## src/rtl/rom_load_arb.sv

```systemverilog
// rtl/rom_load_arb.sv - arbitrates ROM download writes and core accesses onto one memory port
module rom_load_arb #(
    parameter logic [5:0] ROM_INDEX  = 6'h00,
    parameter int         FIFO_DEPTH = 4
) (
    input  logic        clk_sys,
    input  logic        reset_n,
    input  logic        ioctl_download,
    input  logic [7:0]  ioctl_index,
    input  logic        ioctl_wr,
    input  logic [24:0] ioctl_addr,
    input  logic [15:0] ioctl_dout,
    input  logic        core_req,
    input  logic        core_we,
    input  logic [23:0] core_addr,
    input  logic [15:0] core_din,
    output logic        core_ack,
    output logic [15:0] core_dout,
    output logic        mem_req,
    output logic        mem_we,
    output logic [23:0] mem_addr,
    output logic [15:0] mem_din,
    input  logic        mem_ack,
    input  logic [15:0] mem_dout,
    output logic        rom_loaded,
    output logic [23:0] rom_mask,
    output logic        fifo_overflow
);

    localparam int         PW       = $clog2(FIFO_DEPTH);
    localparam logic [PW:0] FULL_CNT = (PW+1)'(FIFO_DEPTH);

    localparam logic [1:0] ST_IDLE      = 2'd0;
    localparam logic [1:0] ST_DL_WAIT   = 2'd1;
    localparam logic [1:0] ST_CORE_WAIT = 2'd2;

    logic [1:0]    state;
    logic [39:0]   fifo_mem [FIFO_DEPTH];
    logic [PW-1:0] wr_ptr;
    logic [PW-1:0] rd_ptr;
    logic [PW:0]   count;
    logic          wr_q;
    logic          dl_q;
    logic [23:0]   max_addr;
    logic          got_push;

    logic          idx_match;
    logic          dl_qual;
    logic          dl_rise;
    logic          dl_fall;
    logic          push_req;
    logic          push_ok;
    logic          pop;
    logic          fifo_empty;
    logic          fifo_full;
    logic          core_go;
    logic [23:0]   word_addr;
    logic [23:0]   mask_next;
    logic          unused_bits;

    assign unused_bits = ^{ioctl_index[7:6], ioctl_addr[0]};

    assign idx_match  = (ioctl_index[5:0] == ROM_INDEX);
    assign dl_qual    = ioctl_download & idx_match;
    assign dl_rise    = dl_qual & ~dl_q;
    assign dl_fall    = ~dl_qual & dl_q;
    assign word_addr  = ioctl_addr[24:1];
    assign fifo_empty = (count == '0);
    assign fifo_full  = (count == FULL_CNT);
    assign push_req   = (ioctl_wr != wr_q) & dl_qual;
    assign pop        = (state == ST_IDLE) & ~fifo_empty;
    // A full FIFO still accepts a word when the head leaves in the same cycle.
    assign push_ok    = push_req & (~fifo_full | pop);
    // core_ack is still high while the core drops its request; do not reissue on it.
    assign core_go    = (state == ST_IDLE) & fifo_empty & ~ioctl_download & core_req & ~core_ack;

    always_comb begin
        mask_next     = '0;
        mask_next[23] = max_addr[23];
        for (int i = 22; i >= 0; i--) begin
            mask_next[i] = max_addr[i] | mask_next[i+1];
        end
    end

    always_ff @(posedge clk_sys) begin
        if (push_ok) begin
            fifo_mem[wr_ptr] <= {word_addr, ioctl_dout};
        end
    end

    always_ff @(posedge clk_sys or negedge reset_n) begin
        if (!reset_n) begin
            wr_ptr <= '0;
            rd_ptr <= '0;
            count  <= '0;
            wr_q   <= 1'b0;
            dl_q   <= 1'b0;
        end else begin
            wr_q <= ioctl_wr;
            dl_q <= dl_qual;
            if (push_ok) begin
                wr_ptr <= wr_ptr + 1'b1;
            end
            if (pop) begin
                rd_ptr <= rd_ptr + 1'b1;
            end
            case ({push_ok, pop})
                2'b10:   count <= count + 1'b1;
                2'b01:   count <= count - 1'b1;
                default: count <= count;
            endcase
        end
    end

    always_ff @(posedge clk_sys or negedge reset_n) begin
        if (!reset_n) begin
            fifo_overflow <= 1'b0;
            max_addr      <= '0;
            got_push      <= 1'b0;
            rom_loaded    <= 1'b0;
            rom_mask      <= '0;
        end else begin
            if (push_req && !push_ok) begin
                fifo_overflow <= 1'b1;
            end else if (dl_rise) begin
                fifo_overflow <= 1'b0;
            end

            if (dl_rise) begin
                max_addr <= push_ok ? word_addr : '0;
                got_push <= push_ok;
            end else if (push_ok) begin
                got_push <= 1'b1;
                if (word_addr > max_addr) begin
                    max_addr <= word_addr;
                end
            end

            if (dl_rise) begin
                rom_loaded <= 1'b0;
            end else if (dl_fall && got_push) begin
                rom_loaded <= 1'b1;
                rom_mask   <= mask_next;
            end
        end
    end

    always_ff @(posedge clk_sys or negedge reset_n) begin
        if (!reset_n) begin
            state     <= ST_IDLE;
            mem_req   <= 1'b0;
            mem_we    <= 1'b0;
            mem_addr  <= '0;
            mem_din   <= '0;
            core_ack  <= 1'b0;
            core_dout <= '0;
        end else begin
            core_ack <= 1'b0;
            case (state)
                ST_IDLE: begin
                    if (pop) begin
                        mem_req             <= 1'b1;
                        mem_we              <= 1'b1;
                        {mem_addr, mem_din} <= fifo_mem[rd_ptr];
                        state               <= ST_DL_WAIT;
                    end else if (core_go) begin
                        mem_req  <= 1'b1;
                        mem_we   <= core_we;
                        mem_addr <= core_addr;
                        mem_din  <= core_din;
                        state    <= ST_CORE_WAIT;
                    end
                end
                ST_DL_WAIT: begin
                    if (mem_ack) begin
                        mem_req <= 1'b0;
                        state   <= ST_IDLE;
                    end
                end
                ST_CORE_WAIT: begin
                    if (mem_ack) begin
                        mem_req   <= 1'b0;
                        core_ack  <= 1'b1;
                        core_dout <= mem_dout;
                        state     <= ST_IDLE;
                    end
                end
                default: begin
                    mem_req <= 1'b0;
                    state   <= ST_IDLE;
                end
            endcase
        end
    end

endmodule
```

## config.mk

```make
export PLATFORM = sky130hd
export DESIGN_NAME = rom_load_arb
export DESIGN_NICKNAME = d
export VERILOG_FILES = /design/src/rtl/rom_load_arb.sv
export SDC_FILE = /design/constraint.sdc
export NUM_CORES = 1
export LEC_CHECK = 0
export BUFFER_PORTS_ARGS = -buffer_cell sky130_fd_sc_hd__buf_2
export CORE_MARGIN = 2
export CORE_UTILIZATION = 50
export CTS_BUF_LIST = sky130_fd_sc_hd__clkbuf_8
export DETAILED_ROUTE_END_ITERATION = 6
export PLACE_DENSITY = 0.72
export SLEW_MARGIN = 10
export SYNTH_ARGS = -nofsm -noshare
export SYNTH_HDL_FRONTEND = slang
export SYNTH_SLANG_ARGS = --single-unit
```

## constraint.sdc

```tcl
create_clock -name clk_sys -period 5.8 [get_ports clk_sys]
set_clock_uncertainty 0.2 [all_clocks]
set_input_delay 0.29 -clock clk_sys [delete_from_list [all_inputs] [get_ports clk_sys]]
set_output_delay 0.29 -clock clk_sys [all_outputs]
set_load 0.01 [all_outputs]
```

==> results of run 1 <==
## logic make-up (layout without fill, tap and decap cells)
group / Yosys count / after routing / synth area share (%)
DFF: 281 / 281 / 65.1
and+or+nand+nor: 176 / 176 / 6.54
AOI/OAI and AO/OA: 145 / 145 / 8.34
buffers and inverters: 110 / 447 / 3.58
muxes: 99 / 99 / 12.6
adders and majority gates: 31 / 31 / 3.29
xor gates and xnor gates: 7 / 7 / 0.510
## how the worst min path moves through the flow
stage                   startpoint             to  slack, ns  depth (start not counted)
finish              ioctl_index[4]  fifo_overflow       0.10                          4
global route        ioctl_index[2]  fifo_overflow       0.13                          4
global placement           reset_n     mem_din[8]       0.16                          1
floorplan                  reset_n       core_ack      -0.21                          0
CTS                 ioctl_index[4]  fifo_overflow       0.08                          4
detailed placement         reset_n     mem_din[8]       0.17                          1
## worst register-to-register path: stages (launching register included)
cell and delay, ns:
sky130_fd_sc_hd__dfrtp_1 0.47, sky130_fd_sc_hd__inv_1 0.08, sky130_fd_sc_hd__ha_1 0.29, sky130_fd_sc_hd__nand4_1 0.18, sky130_fd_sc_hd__nor4_1 0.94, sky130_fd_sc_hd__o211ai_1 0.26
sky130_fd_sc_hd__nand4_1 0.57, sky130_fd_sc_hd__buf_4 0.45, sky130_fd_sc_hd__nor2_1 0.08, sky130_fd_sc_hd__a311oi_1 0.25
## registers in the layout (all words and copies together), names as in the netlist
name	count
fifo_mem	160
mem_din	16
mem_addr	24
wr_ptr	2
rd_ptr	2
rom_mask	24
dl_q	1
state	2
fifo_overflow	1
core_dout	16
core_ack	1
mem_we	1
wr_q	1
got_push	1
count	3
mem_req	1
rom_loaded	1
max_addr	24
## layout make-up
type	instances	share of cell area [%]
clock inverter	36	1.17
tap	319	2.64
clock buffer	48	4.36
sequential	281	51.8
inverter	60	1.49
multi-input combinational	458	25.1
timing repair buffer	303	13.5
## layer usage
| layer | share of wire [%] | vias up | GRT usage [%] |
|---|---|---|---|
| li1 | - | 3802 | - |
| met1 | 45 | 4024 | 30.5 |
| met2 | 48 | 262 | 35.8 |
| met3 | 5.5 | 42 | 3.75 |
| met4 | 1.8 | 0 | 6.07 |
| met5 | 0 | - | 0 |
## report_power, final
group	internal, mW	switching, mW	total (mW)	leakage (nW)
Combinational	0.823	0.873	1.70	2.99
Sequential	2.37	0.223	2.59	3.00
Clock	0.813	0.752	1.57	0.515
## layout by cell type, fill, tap and decap left out, types with 3 or more instances in the layout
master                          netlist  routed
sky130_fd_sc_hd__nor3_1               9       9
sky130_fd_sc_hd__and3_1               3       3
sky130_fd_sc_hd__mux2_2              19      19
sky130_fd_sc_hd__nor2_1              78      78
sky130_fd_sc_hd__a221oi_1            24      24
sky130_fd_sc_hd__a311oi_1            24      24
sky130_fd_sc_hd__a21o_1               4       4
sky130_fd_sc_hd__mux2i_1             40      40
sky130_fd_sc_hd__nand2_1             53      53
sky130_fd_sc_hd__nor4_1               3       3
sky130_fd_sc_hd__nand4_1              7       7
sky130_fd_sc_hd__ha_1                30      30
sky130_fd_sc_hd__mux4_2              40      40
sky130_fd_sc_hd__clkbuf_8             0      48
sky130_fd_sc_hd__dfrtp_1            121     119
sky130_fd_sc_hd__buf_2                2     192
sky130_fd_sc_hd__buf_4                0      10
sky130_fd_sc_hd__clkinv_1             0       7
sky130_fd_sc_hd__a21oi_1             12      12
sky130_fd_sc_hd__xnor2_1              5       5
sky130_fd_sc_hd__o21ai_0             48      48
sky130_fd_sc_hd__clkinv_2             0       3
sky130_fd_sc_hd__and2_2               0       4
sky130_fd_sc_hd__a31oi_1             10      10
sky130_fd_sc_hd__nand3_1              4       4
sky130_fd_sc_hd__inv_1               60      83
sky130_fd_sc_hd__dlygate4sd3_1        0     100
sky130_fd_sc_hd__edfxtp_1           160     160
## metrics by stage
step,hold WS (ns),power [mW],std cells
after floorplan,-0.206,3.71,849
after CTS,0.0809,5.90,1505
final,0.105,5.86,1505
after detailed placement,0.166,4.28,1321
after global placement,0.163,4.23,1321
after global routing,0.127,6.21,1505
## synthesized netlist by cell type (6+ instances only)
cell                       number  area (µm²)
sky130_fd_sc_hd__a31oi_1       10        62.6
sky130_fd_sc_hd__edfxtp_1     160        4800
sky130_fd_sc_hd__a221oi_1      24         210
sky130_fd_sc_hd__clkbuf_1      41         154
sky130_fd_sc_hd__nor3_1         9        45.0
sky130_fd_sc_hd__mux4_2        40         901
sky130_fd_sc_hd__nor2_1        78         293
sky130_fd_sc_hd__a21oi_1       12        60.1
sky130_fd_sc_hd__a311oi_1      24         210
sky130_fd_sc_hd__o21ai_0       48         240
sky130_fd_sc_hd__mux2_2        19         214
sky130_fd_sc_hd__ha_1          30         375
sky130_fd_sc_hd__nand2_1       53         199
sky130_fd_sc_hd__inv_1         60         225
sky130_fd_sc_hd__and2_1         6        37.5
sky130_fd_sc_hd__dfrtp_1      121        3030
sky130_fd_sc_hd__mux2i_1       40         400
sky130_fd_sc_hd__nand4_1        7        43.8
==> impl_results.md, run 1 <==
* Number of buffers and inverters on the critical path at 2
* Maximum cell stage delay along the critical path at 0.94 ns
* Sequential cell area in the final layout at 7840 µm²
* Mapped Area at 12000 µm²
* Total Routed Length at 27.4 mm
* Post-layout instance area at 15100 µm²
* Resized cells post-CTS at 0
* Last element of the critical path: max_addr[2]
* Number of H-tree levels at 2
* Number of port buffers at 193
* Setup Buffers After CTS at 0
* Leakage dissipation at 6.50 nW
* Routed length per instance at 18.2 µm
* Fraction of registers with async set/reset at 43.1%
* Vias post-DR at 8130
* HP Class: input port to register
* Post-Synthesis Cells at 849
* Net count of the mapped netlist at 992
* Number of warnings reported in the yosys synthesis log at 0
* Wire length of the first global-routing pass at 44.6 mm
* Crit Reg-Reg Startpoint: max_addr[23]
* Crit path time final at 3.88 ns
* Row count at 56
* Layout net count at 1292
* Cell area after placement at 13300 µm²
* Launching element of the worst setup path: max_addr[23]
* Transition time of the tightest slew-check pin at 1.13 ns
* Number of vias per cell at 5.40
* Worst r2r path cells at 9
* Reg clk slew, reported paths at 0.07 ns
* Via count of the first global-routing pass at 8530
* Final setup slack of the worst path at 1.92 ns
* Worst slack at placement at 1.95 ns
* Nature of the critical path startpoint: register
* Portion of the clock cycle consumed by the worst path in the final layout at 66.9%
* Die height at 159 µm
* Count of nets left with antenna violations after detail routing at 0
* RR Endpoint: max_addr[2]
* Final routed DRC violation total at 0
* Number of distinct library cells after synthesis at 54
* Setup violators final at 0
* Max Transition Viols Final at 0
* CP Depth at 9
* TritonCTS clock tree: built
* PwrDens at 387 nW/µm²
* Area of the die at 25300 µm²
* GRT Util Overall at 21.8%
* Unrepaired setup endpoints after global routing: false
* Largest net degree at the start of global routing at 76
* Layout overhead on the synthesized area at 25.9%
* Initial Utilization at 51.1%
* Register bit count reported by yosys at 281
* Proportion of synthesized chip area in sequential cells at 65.1%
* Most common cell on crit path: sky130_fd_sc_hd__nand4_1
* Result of the run: completed
* Die Wd at 159 µm
* Multi-input combinational cell area at 3790 µm²
* Total overflow reported by the global router at 0
* Post-synth EDFFs at 160
* Half-perimeter wire length of the detailed placement result at 16.7 mm
* Critical Path Slowest Stage Cell: sky130_fd_sc_hd__nor4_1
* CP Capture Type: register
* Worst slew margin relative to its limit at 24.9%
* Initial antenna violation count at 0
* CP Data Required Time at 6.04 ns
* Number of endpoints with negative hold slack in the final report at 0
* RD Place Congestion at 0.805
* Inserted Diodes at 0
* Category of cells accounting for the largest share of critical-path delay: simple AND/OR/NAND/NOR gates
* Detailed Routing Iterations Pass 1 at 6
* Crit path cell chain: inv_1 > ha_1 > nand4_1 > nor4_1 > o211ai_1 > nand4_1 > buf_4 > nor2_1 > a311oi_1
* Category of the critical setup timing path: register to register
* Core footprint at 23500 µm²
* Max frequency at 0.258 GHz
* Count of fill cells added during filler insertion at 1776
* CTS root buffer: sky130_fd_sc_hd__clkbuf_8
* Clock net sink count at 281
* Final setup TNS at 0 ns
* WP data arrival at 4.12 ns
* Initial drt markers at 571
* Number of buffers inserted during clock tree synthesis at 45
* Top flip-flop cell by instance count after synthesis: sky130_fd_sc_hd__edfxtp_1
* Worst-case vdd ir drop at 208 µV
* Number of primary I/O pins at 197
* Worst skew pair latency at 0.55 ns
* Core occupancy in the finished layout at 64.3%
* Buffers from clock root to sink, at most at 3
* Ratio of cells with drive above 1 in the final layout at 27.7%
* Critical path fanouts, max at 32
* Number of buffers inserted for hold repair after clock tree synthesis at 100
* Flop-to-flop setup slack at 1.92 ns
* Mapped Avg Cell Area at 14.2 µm²
* Max-cap violations at 0
(Power assumes the default switching activity.)
==> inputs of run 2 (changes only) <==
- clock period: 5.8 -> 3.88 ns (I/O delays scaled with it)
==> run 2 against run 1 <==
  * Via count increased by 0.26%
  * Non-clock buffer count up 11
  * Clock power grew 55%
  * Clock-buffer cell count up 8
  * Combinational power up 49%
  * Hold slack got worse by 0.049 ns
  * Largest cell class unchanged
==> impl_results.md, run 2 (synthesized netlist as in run 1, its figures left out) <==
* Max FFs per register at 160 (unchanged)
* Setup Buffers After CTS at 0 (unchanged)
* Portion of the clock cycle consumed by the worst path in the final layout at 78.6%
* Portion of total power attributed to the clock network at 27.4% (+0.7 points)
* Die Wd at 159 µm (unchanged)
* Initial antenna violation count at 0 (unchanged)
* Number of buffers inserted during clock tree synthesis at 46 (+2.2%)
* RR Endpoint: rom_mask[2]
* Half-perimeter wire length of the detailed placement result at 17.1 mm (+2.4%)
* Max frequency at 0.328 GHz
* Inserted Diodes at 0 (unchanged)
* Buffers from clock root to sink, at most at 3 (unchanged)
* Category of the critical setup timing path: input port to register
* Result of the run: completed
* Worst r2r path cells at 6 (-3)
* CP Capture Type: register
* WP data arrival at 3.29 ns (-0.83 ns)
* Worst-case vdd ir drop at 441 µV (+110%)
* RD Place Congestion at 0.813 (+1.0%)
* Count of fill cells added during filler insertion at 1722 (-3.0%)
* Worst skew pair latency at 0.54 ns (about the same)
* Number of H-tree levels at 2 (unchanged)
* Power share of the combinational group at 28.7% (-0.3 points)
* Flop-to-flop setup slack at 0.86 ns (-1.06 ns)
* Net switching power at 2.77 mW (+50%)
* Via count of the first global-routing pass at 8560 (+0.35%)
* Post-layout instance area at 15400 µm² (+1.4%)
* Initial Utilization at 51.1% (unchanged)
* Initial drt markers at 661 (+16%)
* Transition time of the tightest slew-check pin at 1.06 ns (-0.0689 ns)
* CP Data Required Time at 4.12 ns (-1.92 ns)
* Number of endpoints with negative hold slack in the final report at 0 (unchanged)
* Final routed DRC violation total at 0 (unchanged)
* Crit Reg-Reg Startpoint: max_addr[20]
* Core occupancy in the finished layout at 65.2% (+0.92 points)
* Number of cells on the worst hold path at 4 (unchanged)
* Number of vias per cell at 5.37 (-0.53%)
* Ratio of cells with drive above 1 in the final layout at 28.7% (+1.1 points)
* Final setup TNS at 0 ns (unchanged)
* Total Routed Length at 27.8 mm (+1.5%)
* Beginning of the worst hold path: ioctl_index[3]
* Worst slew margin relative to its limit at 29.5% (+4.6 points)
* Total overflow reported by the global router at 0 (unchanged)
* Wire length of the first global-routing pass at 44.8 mm (+0.62%)
* Number of port buffers at 193 (unchanged)
* Max-cap violations at 0 (unchanged)
* Row count at 56 (unchanged)
* TritonCTS clock tree: built
* Largest net degree at the start of global routing at 83 (+9.2%)
* Leakage dissipation at 6.58 nW (+1.3%)
* Clock net sink count at 281 (unchanged)
* Reg with most FFs: fifo_mem
* Reg clk slew, reported paths at 0.06 ns (about the same)
* Share of power burned in registers at 44.0% (-0.3 points)
* Routed length per instance at 18.3 µm (+0.68%)
* Max Transition Viols Final at 0 (unchanged)
* Setup violators final at 0 (unchanged)
* Most common library cell in the layout ignoring fill and taps: sky130_fd_sc_hd__buf_2
* Core footprint at 23500 µm² (unchanged)
* Cell area after placement at 13400 µm² (+0.87%)
* Total power consumption of the routed design at 8.87 mW (+51%)
* Number of primary I/O pins at 197 (unchanged)
* Crit path time final at 3.05 ns
* Layout overhead on the synthesized area at 27.7%
* PwrDens at 578 nW/µm² (+49%)
* Nature of the critical path startpoint: input port
* Area of the die at 25300 µm² (unchanged)
* Layout net count at 1304 (+0.93%)
* Worst Hold Endpoint: fifo_overflow
* Vias post-DR at 8151 (+0.26%)
* GRT Util Overall at 22.2% (+0.39 points)
* Commonest cells after routing, fill and taps aside: sky130_fd_sc_hd__buf_2, sky130_fd_sc_hd__edfxtp_1, sky130_fd_sc_hd__dfrtp_1, sky130_fd_sc_hd__dlygate4sd3_1
* Detailed Routing Iterations Pass 1 at 5 (-1)
* Critical path fanouts, max at 13 (-59%)
* Count of nets left with antenna violations after detail routing at 0 (unchanged)
* CTS root buffer: sky130_fd_sc_hd__clkbuf_8
* Die height at 159 µm (unchanged)
* Unrepaired setup endpoints after global routing: false
* Net switching share of the total power at 31.2% (-0.32 points)
* Internal power of the cells at 6.10 mW (+52%)
* HP Class: input port to register
==> run 2: worst max-delay path: stages <==
cell and delay, ns:
sky130_fd_sc_hd__dlygate4sd3_1 0.55, sky130_fd_sc_hd__buf_2 0.13, sky130_fd_sc_hd__or4b_4 0.50, sky130_fd_sc_hd__or2_1 0.36, sky130_fd_sc_hd__nor3_4 0.30, sky130_fd_sc_hd__and3_1 0.57, sky130_fd_sc_hd__buf_4 0.30, sky130_fd_sc_hd__a221oi_1 0.08
sky130_fd_sc_hd__a311oi_1 0.29
==> run 2: worst max-delay path by stage <==
stage                              start             end
after floorplan           ioctl_index[2]  fifo_mem[0][0]
after global placement    ioctl_index[2]    max_addr[10]
after detailed placement  ioctl_index[2]     max_addr[1]
after CTS                    max_addr[7]    max_addr[10]
after global routing      ioctl_index[4]     max_addr[5]
final                     ioctl_index[4]    max_addr[10]
==> run 2: power by group through the flow <==
stage / sequential, mW / combinational, mW / clock, mW
5_1_grt: 3.96 / 2.79 / 2.62
2_1_floorplan: 3.93 / 1.62 / 0
6_report: 3.90 / 2.54 / 2.43
3_3_place_gp: 3.94 / 2.39 / 0
3_5_place_dp: 3.96 / 2.46 / 0
4_1_cts: 3.90 / 2.55 / 2.49
==> run 2: area by class of cell <==
type / instances / area, µm² / share of cell area (%)
clock buffers: 56 / 771 / 5.02
clock inverters: 29 / 119 / 0.774
inverters: 60 / 225 / 1.47
multi-input cells: 458 / 3790 / 24.7
flip-flops and latches: 281 / 7840 / 51.0
well taps: 319 / 399 / 2.60
repair buffers: 314 / 2210 / 14.4
==> run 2: per-layer routing <==
| layer | wire [µm] | GRT usage [%] | up-vias |
|---|---|---|---|
| li1 | - | - | 3817 |
| met1 | 12100 | 30.0 | 4004 |
| met2 | 13600 | 36.8 | 285 |
| met3 | 1540 | 4.14 | 45 |
| met4 | 659 | 7.19 | 0 |
| met5 | 0 | 0 | - |
==> run 2: repair_timing <==
action	4_1_cts	5_1_grt
hold buffers	104	0
gates resized for setup	0	0
endpoints found under the hold margin	367	0
==> run 2: per-stage QoR <==
step | cells | worst slack, ns | hold WS (ns)
2_1_floorplan | 849 | 0.610 | -0.302
3_3_place_gp | 1328 | 0.892 | -0.0159
3_5_place_dp | 1328 | 0.844 | -0.0161
4_1_cts | 1517 | 0.892 | 0.0242
5_1_grt | 1517 | 0.666 | 0.0678
6_report | 1517 | 0.832 | 0.0554
